**src/rtl/scalar_result_commit.sv**
```systemverilog
// Commit end of the scalar ALU result path: in-order entry FIFO, branch resolution,
// register-file write port and fetch redirect. SCALAR_COMMIT_STATS_EN adds commit/taken counters.
`ifndef POS
`define POS 2'b00
`endif
`ifndef ZERO
`define ZERO 2'b01
`endif
`ifndef NEG
`define NEG 2'b10
`endif

module scalar_result_commit #(
   parameter int unsigned SCALAR_REG_LEN  = 64,
   parameter int unsigned DATA_LEN        = 32,
   parameter int unsigned REG_INDEX_WIDTH = 5,
   parameter int unsigned FIFO_DEPTH      = 2
) (
   input  logic                       clk,
   input  logic                       rst,
   input  logic                       in_valid,
   output logic                       in_ready,
   input  logic [SCALAR_REG_LEN-1:0]  in_result,
   input  logic [1:0]                 in_sign_bits,
   input  logic [1:0]                 in_kind,
   input  logic [2:0]                 in_branch_cond,
   input  logic [REG_INDEX_WIDTH-1:0] in_rd,
   input  logic [DATA_LEN-1:0]        in_pc,
   input  logic [DATA_LEN-1:0]        in_target,
   input  logic                       wb_ready,
   output logic                       wb_en,
   output logic [REG_INDEX_WIDTH-1:0] wb_rd,
   output logic [SCALAR_REG_LEN-1:0]  wb_data,
   output logic                       redirect_valid,
`ifdef SCALAR_COMMIT_STATS_EN
   output logic [31:0]                taken_count,
   output logic [31:0]                commit_count,
`endif
   output logic [DATA_LEN-1:0]        redirect_pc
);

   localparam int unsigned PTR_W = (FIFO_DEPTH > 1) ? $clog2(FIFO_DEPTH) : 1;
   localparam int unsigned CNT_W = $clog2(FIFO_DEPTH + 1);

   localparam logic [1:0] KIND_WRITE  = 2'b00;
   localparam logic [1:0] KIND_BRANCH = 2'b01;
   localparam logic [1:0] KIND_JUMP   = 2'b10;

   localparam logic [2:0] COND_BEQ = 3'b000;
   localparam logic [2:0] COND_BNE = 3'b001;
   localparam logic [2:0] COND_BLT = 3'b100;
   localparam logic [2:0] COND_BGE = 3'b101;

   typedef struct packed {
      logic [SCALAR_REG_LEN-1:0]  result;
      logic [1:0]                 sign;
      logic [1:0]                 kind;
      logic [2:0]                 cond;
      logic [REG_INDEX_WIDTH-1:0] rd;
      logic [DATA_LEN-1:0]        pc;
      logic [DATA_LEN-1:0]        target;
   } entry_t;

   typedef enum logic {RUN, FLUSH} state_t;

   state_t             state, next_state;
   entry_t             mem [FIFO_DEPTH];
   entry_t             head;
   logic [PTR_W-1:0]   rd_ptr, wr_ptr;
   logic [CNT_W-1:0]   count;
   logic               enq, commit, taken, redirect, writes;
   logic [DATA_LEN-1:0] link_pc;

   // Handshake, commit qualification, branch resolution and FSM next state
   always_comb begin
      next_state = state;
      head       = mem[rd_ptr];
      in_ready   = !rst && (state == RUN) && (count < CNT_W'(FIFO_DEPTH));
      enq        = in_valid && in_ready;
      commit     = 1'b0;
      taken      = 1'b0;
      writes     = (head.kind == KIND_WRITE) || (head.kind == KIND_JUMP);
      link_pc    = head.pc + DATA_LEN'(4);

      if (count != '0) commit = writes ? wb_ready : 1'b1;

      case (head.cond)
         COND_BEQ: taken = (head.sign == `ZERO);
         COND_BNE: taken = (head.sign != `ZERO);
         COND_BLT: taken = (head.sign == `NEG);
         COND_BGE: taken = (head.sign == `POS) || (head.sign == `ZERO);
         default:  taken = 1'b0;
      endcase

      redirect = commit && ((head.kind == KIND_JUMP) || ((head.kind == KIND_BRANCH) && taken));

      case (state)
         RUN:     if (redirect) next_state = FLUSH;
         FLUSH:   next_state = RUN;
         default: next_state = RUN;
      endcase
   end

   // Entry storage; payload needs no reset since count gates every read
   always_ff @(posedge clk) begin
      if (enq) mem[wr_ptr] <= '{result: in_result, sign: in_sign_bits, kind: in_kind,
                                cond: in_branch_cond, rd: in_rd, pc: in_pc, target: in_target};
   end

   always_ff @(posedge clk or posedge rst) begin
      if (rst) begin
         state          <= RUN;
         rd_ptr         <= '0;
         wr_ptr         <= '0;
         count          <= '0;
         wb_en          <= 1'b0;
         wb_rd          <= '0;
         wb_data        <= '0;
         redirect_valid <= 1'b0;
         redirect_pc    <= '0;
      end else begin
         state <= next_state;
         // A redirect discards queued entries and anything accepted on the same edge
         if (redirect) begin
            rd_ptr <= '0;
            wr_ptr <= '0;
            count  <= '0;
         end else begin
            if (enq)    wr_ptr <= wr_ptr + PTR_W'(1);
            if (commit) rd_ptr <= rd_ptr + PTR_W'(1);
            if (enq && !commit)      count <= count + CNT_W'(1);
            else if (!enq && commit) count <= count - CNT_W'(1);
         end

         wb_en <= commit && writes && (head.rd != '0);
         if (commit && writes) begin
            wb_rd   <= head.rd;
            wb_data <= (head.kind == KIND_JUMP) ? SCALAR_REG_LEN'(link_pc) : head.result;
         end

         redirect_valid <= redirect;
         if (redirect) redirect_pc <= head.target;
      end
   end

`ifdef SCALAR_COMMIT_STATS_EN
   always_ff @(posedge clk or posedge rst) begin
      if (rst) begin
         commit_count <= '0;
         taken_count  <= '0;
      end else begin
         if (commit)   commit_count <= commit_count + 32'd1;
         if (redirect) taken_count  <= taken_count + 32'd1;
      end
   end
`endif

endmodule

```
**config.mk**
```make
export PLATFORM = sky130hd
export DESIGN_NAME = scalar_result_commit
export DESIGN_NICKNAME = d
export VERILOG_FILES = /design/src/rtl/scalar_result_commit.sv
export SDC_FILE = /design/constraint.sdc
export NUM_CORES = 1
export LEC_CHECK = 0
export CAP_MARGIN = 25
export CORE_ASPECT_RATIO = 0.75
export CORE_MARGIN = 5
export CORE_UTILIZATION = 40
export DETAILED_ROUTE_END_ITERATION = 6
export GPL_TIMING_DRIVEN = 0
export PLACE_DENSITY_LB_ADDON = 0.05
export SYNTH_ARGS = -nofsm -noshare
export SYNTH_HDL_FRONTEND = slang
export SYNTH_SLANG_ARGS = --single-unit
```
**constraint.sdc**
```tcl
create_clock -name clk -period 8.56 [get_ports clk]
set_clock_uncertainty 0.15 [all_clocks]
set_input_delay 0.856 -clock clk [delete_from_list [all_inputs] [get_ports clk]]
set_output_delay 0.856 -clock clk [all_outputs]
set_load 0.02 [all_outputs]
```
==> results of run 1 <==
## routing by layer
metal,part of all wire (%),vias to the layer above
li1,-,4100
met1,46,4416
met2,47,208
met3,4.9,50
met4,1.9,2
met5,0.051,-
## placed cells by master, fill, tap and decap left out, drive strengths merged, types with 3 or more instances in the layout
cell type and instances:
o21ai 53, xnor2 15, o221ai 13, nand4b 4, mux2i 88, o31ai 10, nand3 12, buf 34
dfrtp 108, a21oi 18, o21a 5, xor2 14, clkbuf 76, a211oi 3, mux2 72, nor2 19
nand4 7, a22o 3, clkdlybuf4s50 247, nand3b 8, nand2 81, diode 3, clkinv 10, edfxtp 280
nor2b 8, and3 3, inv 6, a22oi 3, and2 3, nor3 20
## kinds of logic after synthesis
kind of cell / count (synthesis) / synth area share [%]
and+or+nand+nor: 174 / 6.088
buffers and inverters: 46 / 1.770
DFF: 388 / 73.46
adders and majority gates: 1 / 0.08271
muxes: 162 / 11.51
AOI/OAI and AO/OA: 121 / 5.418
xor gates and xnor gates: 29 / 1.679
## power groups by stage
stage	clock, mW	combinational (mW)	sequential (mW)
4_1_cts	1.79	2.15	2.64
3_3_place_gp	0	2.09	2.72
3_5_place_dp	0	2.14	2.68
2_1_floorplan	0	0.923	2.93
6_report	1.74	2.11	2.64
5_1_grt	1.87	2.26	2.68
## worst max path at each step
stage                                   from                      end  slack (ns)  depth (start not counted)
final                     rd_ptr$_DFFE_PP0P_  wb_data[24]$_DFFE_PP0P_        4.47                         15
after CTS                 rd_ptr$_DFFE_PP0P_  wb_data[26]$_DFFE_PP0P_        4.40                         15
after global routing      rd_ptr$_DFFE_PP0P_  wb_data[24]$_DFFE_PP0P_        4.21                         15
after global placement                   rst    mem[0][124]$_DFFE_PP_       -0.32                          4
after detailed placement  rd_ptr$_DFFE_PP0P_  wb_data[24]$_DFFE_PP0P_        4.41                         15
after floorplan                          rst      mem[0][0]$_DFFE_PP_        2.55                          3
## sequential cells by signal, summed over array words and instances (netlist names)
name,count
wb_en,1
redirect_pc,32
redirect_valid,1
wb_rd,5
wr_ptr,1
wb_data,64
rd_ptr,1
count,2
mem,280
state,1
## metrics by stage
stage	hold slack, ns	util [%]	total power, mW	area (um^2)	worst slack [ns]
floorplan	0.2635	-	3.858	15130	2.550
global placement	0.2744	48.95	4.804	18230	-0.3227
detailed placement	0.2767	49.57	4.821	18460	4.410
CTS	0.2936	53.12	6.587	19790	4.399
global route	0.3186	53.16	6.817	19800	4.206
finish	0.3033	53.16	6.488	19800	4.468
## layout make-up
cell class              count  area, um^2  share of cell area [%]
repair buffers            257        2698                   13.62
flip-flops and latches    388       11110                   56.11
well taps                 504       630.6                   3.185
inverters                   4       20.02                  0.1011
clock inverters            15       132.6                  0.6698
plain buffers              42       252.7                   1.276
clock buffers              58        1190                   6.009
diodes                      3       7.507                 0.03791
multi-input cells         487        3760                   18.99
## cells in the mapped netlist, types with 4 or more instances
master | count | area, um^2
a21oi_1 | 16 | 80.08
buf_2 | 13 | 65.06
buf_6 | 7 | 78.83
clkbuf_1 | 17 | 63.81
dfrtp_1 | 108 | 2703
edfxtp_1 | 280 | 8408
inv_1 | 4 | 15.01
mux2_1 | 33 | 371.6
mux2_2 | 39 | 439.2
mux2i_1 | 87 | 870.8
nand2_1 | 80 | 300.3
nand3_1 | 12 | 60.06
nand3b_1 | 6 | 45.04
nand4_1 | 5 | 31.28
nor2_1 | 17 | 63.81
nor2b_1 | 8 | 50.05
nor3_1 | 19 | 95.09
o21a_1 | 5 | 37.54
o21ai_0 | 37 | 185.2
o21ai_1 | 16 | 80.08
o221ai_1 | 13 | 113.9
o31ai_1 | 10 | 75.07
xnor2_1 | 15 | 131.4
xor2_1 | 14 | 122.6
==> flow_metrics.env, run 1 <==
export IMPL_vias_per_cell=4.992
export IMPL_crit_reg2reg_capture="wb_data[24]$_DFFE_PP0P_"
export IMPL_maxSlewHeadroom_pct=53.63
export IMPL_report_final_slew_viol_count=0
export IMPL_rsz0062_at_grt="no"
export IMPL_crit_chain="buf_6 > buf_8 > buf_6 > buf_4 > buf_6 > buf_4 > buf_2 > mux2_2 > ha_1 > inv_1 > a211oi_4 > nand4_2 > nor3_1 > xor2_1 > o221ai_1"
export IMPL_antenna_found_initial=3
export IMPL_antenna_left=0
export IMPL_drive_gt1_share_pct=13.03
export IMPL_max_cap_violations=0
export IMPL_critPathKind="reg -> reg"
export IMPL_drtIter0Drc=601
export IMPL_hold_viol_final=0
export IMPL_num_rows=61
export IMPL_holdPathStages=1
export IMPL_fp_coreArea_um2=37250
export IMPL_wire_per_inst_um=21.35
export IMPL_timing_critical_path_mode_cell="buf_6"
export IMPL_r2r_start="rd_ptr$_DFFE_PP0P_"
export IMPL_die_h_um=178.4
export IMPL_numCtsBuffers=40
export IMPL_synthArstFlopShare_pct=27.84
export IMPL_numPortBuffers=247
export IMPL_p_sw_share_pct=31.72
export IMPL_period_needed_ns=4.092
export IMPL_grt_pass1_vias=9005
export IMPL_busiest_layer="met2"
export IMPL_synth_area_um2=15130
export IMPL_io_pins=248
export IMPL_grt_use_met1_pct=25.74
export IMPL_use_met2_pct=28.08
export IMPL_cts_setup_buffers=0
export IMPL_p_per_area_nw_per_um2=327.6
export IMPL_cts_tree="built"
export IMPL_crit_slowest_cell="buf_2"
export IMPL_drc_errors=0
export IMPL_required_ns=8.81
export IMPL_rrSetupSlack_ns=4.47
export IMPL_min_from="state$_DFF_PP0_"
export IMPL_start_kind="flip-flop"
export IMPL_p_comb_share_pct=32.5
export IMPL_rr_worst_depth=15
export IMPL_syn_to_final_growth_pct=30.91
export IMPL_clock_sinks=388
export IMPL_yosys_register_bits=388
export IMPL_grt_overflow=0
export IMPL_synth_cells=921
export IMPL_setup_violations=0
export IMPL_p_switching_mw=2.058
export IMPL_fmax_mhz=244.4
export IMPL_ir_worst_vdd_v=0.0001824
export IMPL_totalWireLength_mm=37.53
export IMPL_synth_edf_count=280
export IMPL_met3_usage_pct=3.262
export IMPL_leakagePower_nw=7.193
export IMPL_ctsHoldBuffers=0
export IMPL_synth_avg_cell_area_um2=16.42
export IMPL_numPlacedInstances=1681
export IMPL_grt_max_degree=60
export IMPL_path_buf_inv=8
export IMPL_power_frac_seq_pct=40.6
export IMPL_clkPwrFrac_pct=26.9
export IMPL_clk_pin_slew_worst_paths_ns=0.06
export IMPL_final_cells=1758
export IMPL_h_tree_depth=2
export IMPL_syn_nets=1066
export IMPL_status="completed"
export IMPL_cts_root_buffer="clkbuf_16"
export IMPL_grt_pass1_wl_mm=55.78
export IMPL_gp_congestion=0.7695
export IMPL_worstSkewPairLatency_ns=0.54
export IMPL_critPathCaptureType="flip-flop"
export IMPL_hold_path_class="reg -> reg"
export IMPL_dieArea_um2=41840
export IMPL_clock_path_buffers=3
export IMPL_grtUsageTotal_pct=17.81
export IMPL_ys_seq_area_share_pct=73.46
export IMPL_fp_dieW_um=234.5
export IMPL_setup_tns_final_ns=0
export IMPL_worstMarginPinSlew_ns=0.6956
export IMPL_worstPathArrival_ns=4.34
export IMPL_max_stage_delay_ns=0.40
export IMPL_vias=8776
export IMPL_p_int_mw=4.430
export IMPL_initial_core_util_pct=40.61
export IMPL_first_pass_iters=5
export IMPL_ys_flop_type="edfxtp_1"
export IMPL_period_share_pct=47.80
export IMPL_cts_resized=0
export IMPL_hold_path_end="state$_DFF_PP0_"
export IMPL_hpwlAfterDp_mm=26.13
export IMPL_nFillCells=3171
export IMPL_ys_warn_count=0
export IMPL_crit_family="buffers and inverters"
export IMPL_nets=1365
export IMPL_cp_max_fo=10
export IMPL_ys_types=67
Note: power is estimated with default switching activity, not from simulation.
==> run 2: changes to the inputs <==
==> constraint.sdc (replaced) <==
create_clock -name clk -period 3.7 [get_ports clk]
set_clock_uncertainty 0.15 [all_clocks]
set_input_delay 0.37 -clock clk [delete_from_list [all_inputs] [get_ports clk]]
set_output_delay 0.37 -clock clk [all_outputs]
set_load 0.02 [all_outputs]
==> run 2 against run 1 <==
- flip-flop and latch count unchanged
- global-route usage about the same
- non-clock buffer count unchanged
- worst setup slack got worse by 4.3 ns
- largest power group unchanged
- clock power increased by 120%
- first-iteration DRC count increased by 2.3%
- sequential share of layout area increased by 0.18 points
- cell count decreased by 0.23%
==> flow_metrics.env, run 2 (synthesis gave the netlist of run 1 again) <==
export IMPL_critPathCaptureType="flip-flop"
export IMPL_power_mw=14.79
export IMPL_dieArea_um2=41840
export IMPL_setup_violations=0
export IMPL_drive_gt1_share_pct=11.92
export IMPL_grt_overflow=0
export IMPL_status="completed"
export IMPL_crit_reg2reg_capture="wb_data[24]$_DFFE_PP0P_"
export IMPL_maxSlewHeadroom_pct=27.61
export IMPL_cts_root_buffer="clkbuf_16"
export IMPL_rr_worst_depth=15
export IMPL_start_kind="flip-flop"
export IMPL_clock_sinks=388
export IMPL_grt_max_degree=73
export IMPL_r2r_start="rd_ptr$_DFFE_PP0P_"
export IMPL_worstMarginPinSlew_ns=1.079
export IMPL_report_final_slew_viol_count=0
export IMPL_io_pins=248
export IMPL_grt_pass1_vias=9073
export IMPL_grtUsageTotal_pct=17.83
export IMPL_gp_congestion=0.7646
export IMPL_hpwlAfterDp_mm=26.06
export IMPL_cp_max_fo=19
export IMPL_numPortBuffers=247
export IMPL_required_ns=3.93
export IMPL_grt_pass1_wl_mm=55.86
export IMPL_pre_cts_slack_ns=-0.5047
export IMPL_critPathKind="reg -> reg"
export IMPL_regMostFlops="mem"
export IMPL_fp_dieW_um=234.5
export IMPL_hold_path_class="in -> async"
export IMPL_whs_ns=0.1575
export IMPL_worstPathArrival_ns=3.73
export IMPL_h_tree_depth=2
export IMPL_clock_path_buffers=3
export IMPL_rrSetupSlack_ns=0.20
export IMPL_cts_tree="built"
export IMPL_final_cell_mix="edfxtp_1 (280), clkdlybuf4s50_1 (247), dfrtp_1 (108)"
export IMPL_period_needed_ns=3.503
export IMPL_largest_reg_flops=280
export IMPL_fp_coreArea_um2=37250
export IMPL_numPlacedInstances=1681
export IMPL_final_cells=1754
export IMPL_rsz0062_at_grt="no"
export IMPL_num_rows=61
export IMPL_p_per_area_nw_per_um2=749.5
export IMPL_worstSkewPairLatency_ns=0.53
export IMPL_worst_slack_ns=0.1973
export IMPL_final_common_cell="edfxtp_1"
export IMPL_vias=8801
export IMPL_period_share_pct=94.67
export IMPL_max_cap_violations=0
export IMPL_vias_per_cell=5.018
export IMPL_leakagePower_nw=7.136
export IMPL_clk_pin_slew_worst_paths_ns=0.06
export IMPL_die_h_um=178.4
export IMPL_fmax_mhz=285.5
export IMPL_drc_errors=0
export IMPL_diodes=0
export IMPL_drtIter0Drc=615
export IMPL_antenna_found_initial=0
export IMPL_wire_per_inst_um=21.36
export IMPL_ir_worst_vdd_v=0.0003170
export IMPL_hold_viol_final=0
export IMPL_syn_to_final_growth_pct=30.49
export IMPL_totalWireLength_mm=37.47
export IMPL_numCtsBuffers=40
export IMPL_reg_top3="mem: 280 flops, wb_data: 64 flops, redirect_pc: 32 flops"
export IMPL_nets=1365
export IMPL_first_pass_iters=5
export IMPL_antenna_left=0
export IMPL_nFillCells=3208
export IMPL_initial_core_util_pct=40.61
## run 2: cell types whose count changed in the layout (fill, tap and decap cells not counted), sizes merged
cell	previous run	this run
bufinv	2	1
clkbuf	76	86
clkinv	10	3
clkinvlp	1	0
diode	3	0
inv	6	4
## run 2: worst max path at each step
stage,start,to,cells past startpoint,slack [ns]
5_1_grt,rd_ptr$_DFFE_PP0P_,wb_data[24]$_DFFE_PP0P_,15,0.06
3_3_place_gp,rst,wb_data[54]$_DFFE_PP0P_,2,-2.24
2_1_floorplan,state$_DFF_PP0_,mem[0][0]$_DFFE_PP_,3,0.02
3_5_place_dp,rd_ptr$_DFFE_PP0P_,wb_data[24]$_DFFE_PP0P_,15,-0.50
6_report,rd_ptr$_DFFE_PP0P_,wb_data[24]$_DFFE_PP0P_,15,0.20
4_1_cts,rd_ptr$_DFFE_PP0P_,wb_data[24]$_DFFE_PP0P_,14,0.01
## run 2: layout make-up
| type | count | area (um^2) | share of cell area (%) |
|---|---|---|---|
| inverters | 4 | 20.02 | 0.1014 |
| plain buffers | 41 | 264.0 | 1.338 |
| well taps | 504 | 630.6 | 3.195 |
| repair buffers | 258 | 2713 | 13.74 |
| clock inverters | 4 | 42.54 | 0.2155 |
| flip-flops and latches | 388 | 11110 | 56.29 |
| multi-input cells | 487 | 3790 | 19.20 |
| clock buffers | 68 | 1167 | 5.914 |
## run 2: power breakdown
part	switching (mW)	internal (mW)	total (mW)
Combinational	2.67	2.23	4.90
Sequential	0.454	5.66	6.11
Clock	1.57	2.20	3.78
## run 2: per-stage QoR
stage               cell area [um^2]  utilization [%]  setup TNS (ns)
detailed placement             18480            49.62          -2.811
CTS                            19710            52.91               0
global route                   19740            52.99               0
global placement               18250            49.00         -641.00
finish                         19740            52.99               0
floorplan                      15150                -               0
## run 2: worst max-delay path, cell delays in order, from the launching register on
cell	delay, ns
dfrtp_1	0.35
buf_6	0.15
buf_8	0.16
buf_6	0.18
buf_6	0.20
buf_6	0.21
buf_12	0.22
mux2_2	0.18
ha_1	0.19
inv_1	0.09
a211oi_4	0.23
buf_4	0.18
nand4_4	0.18
nor3_2	0.22
xor2_1	0.24
o221ai_1	0.16
## run 2: what timing repair did
item,CTS,global route
hold buffers,0,0
pin swaps,1,1
setup endpoints to repair,11,3
gates resized for setup,3,4
buffers inserted,1,1
## run 2: routing by layer
metal  routed length [um]  vias to the layer above  GRT usage [%]
li1                     -                     4109              -
met1                17850                     4463          26.46
met2                17280                      188          27.78
met3                 1825                       41          3.294
met4                  510                        0          3.647
met5                    0                        -              0
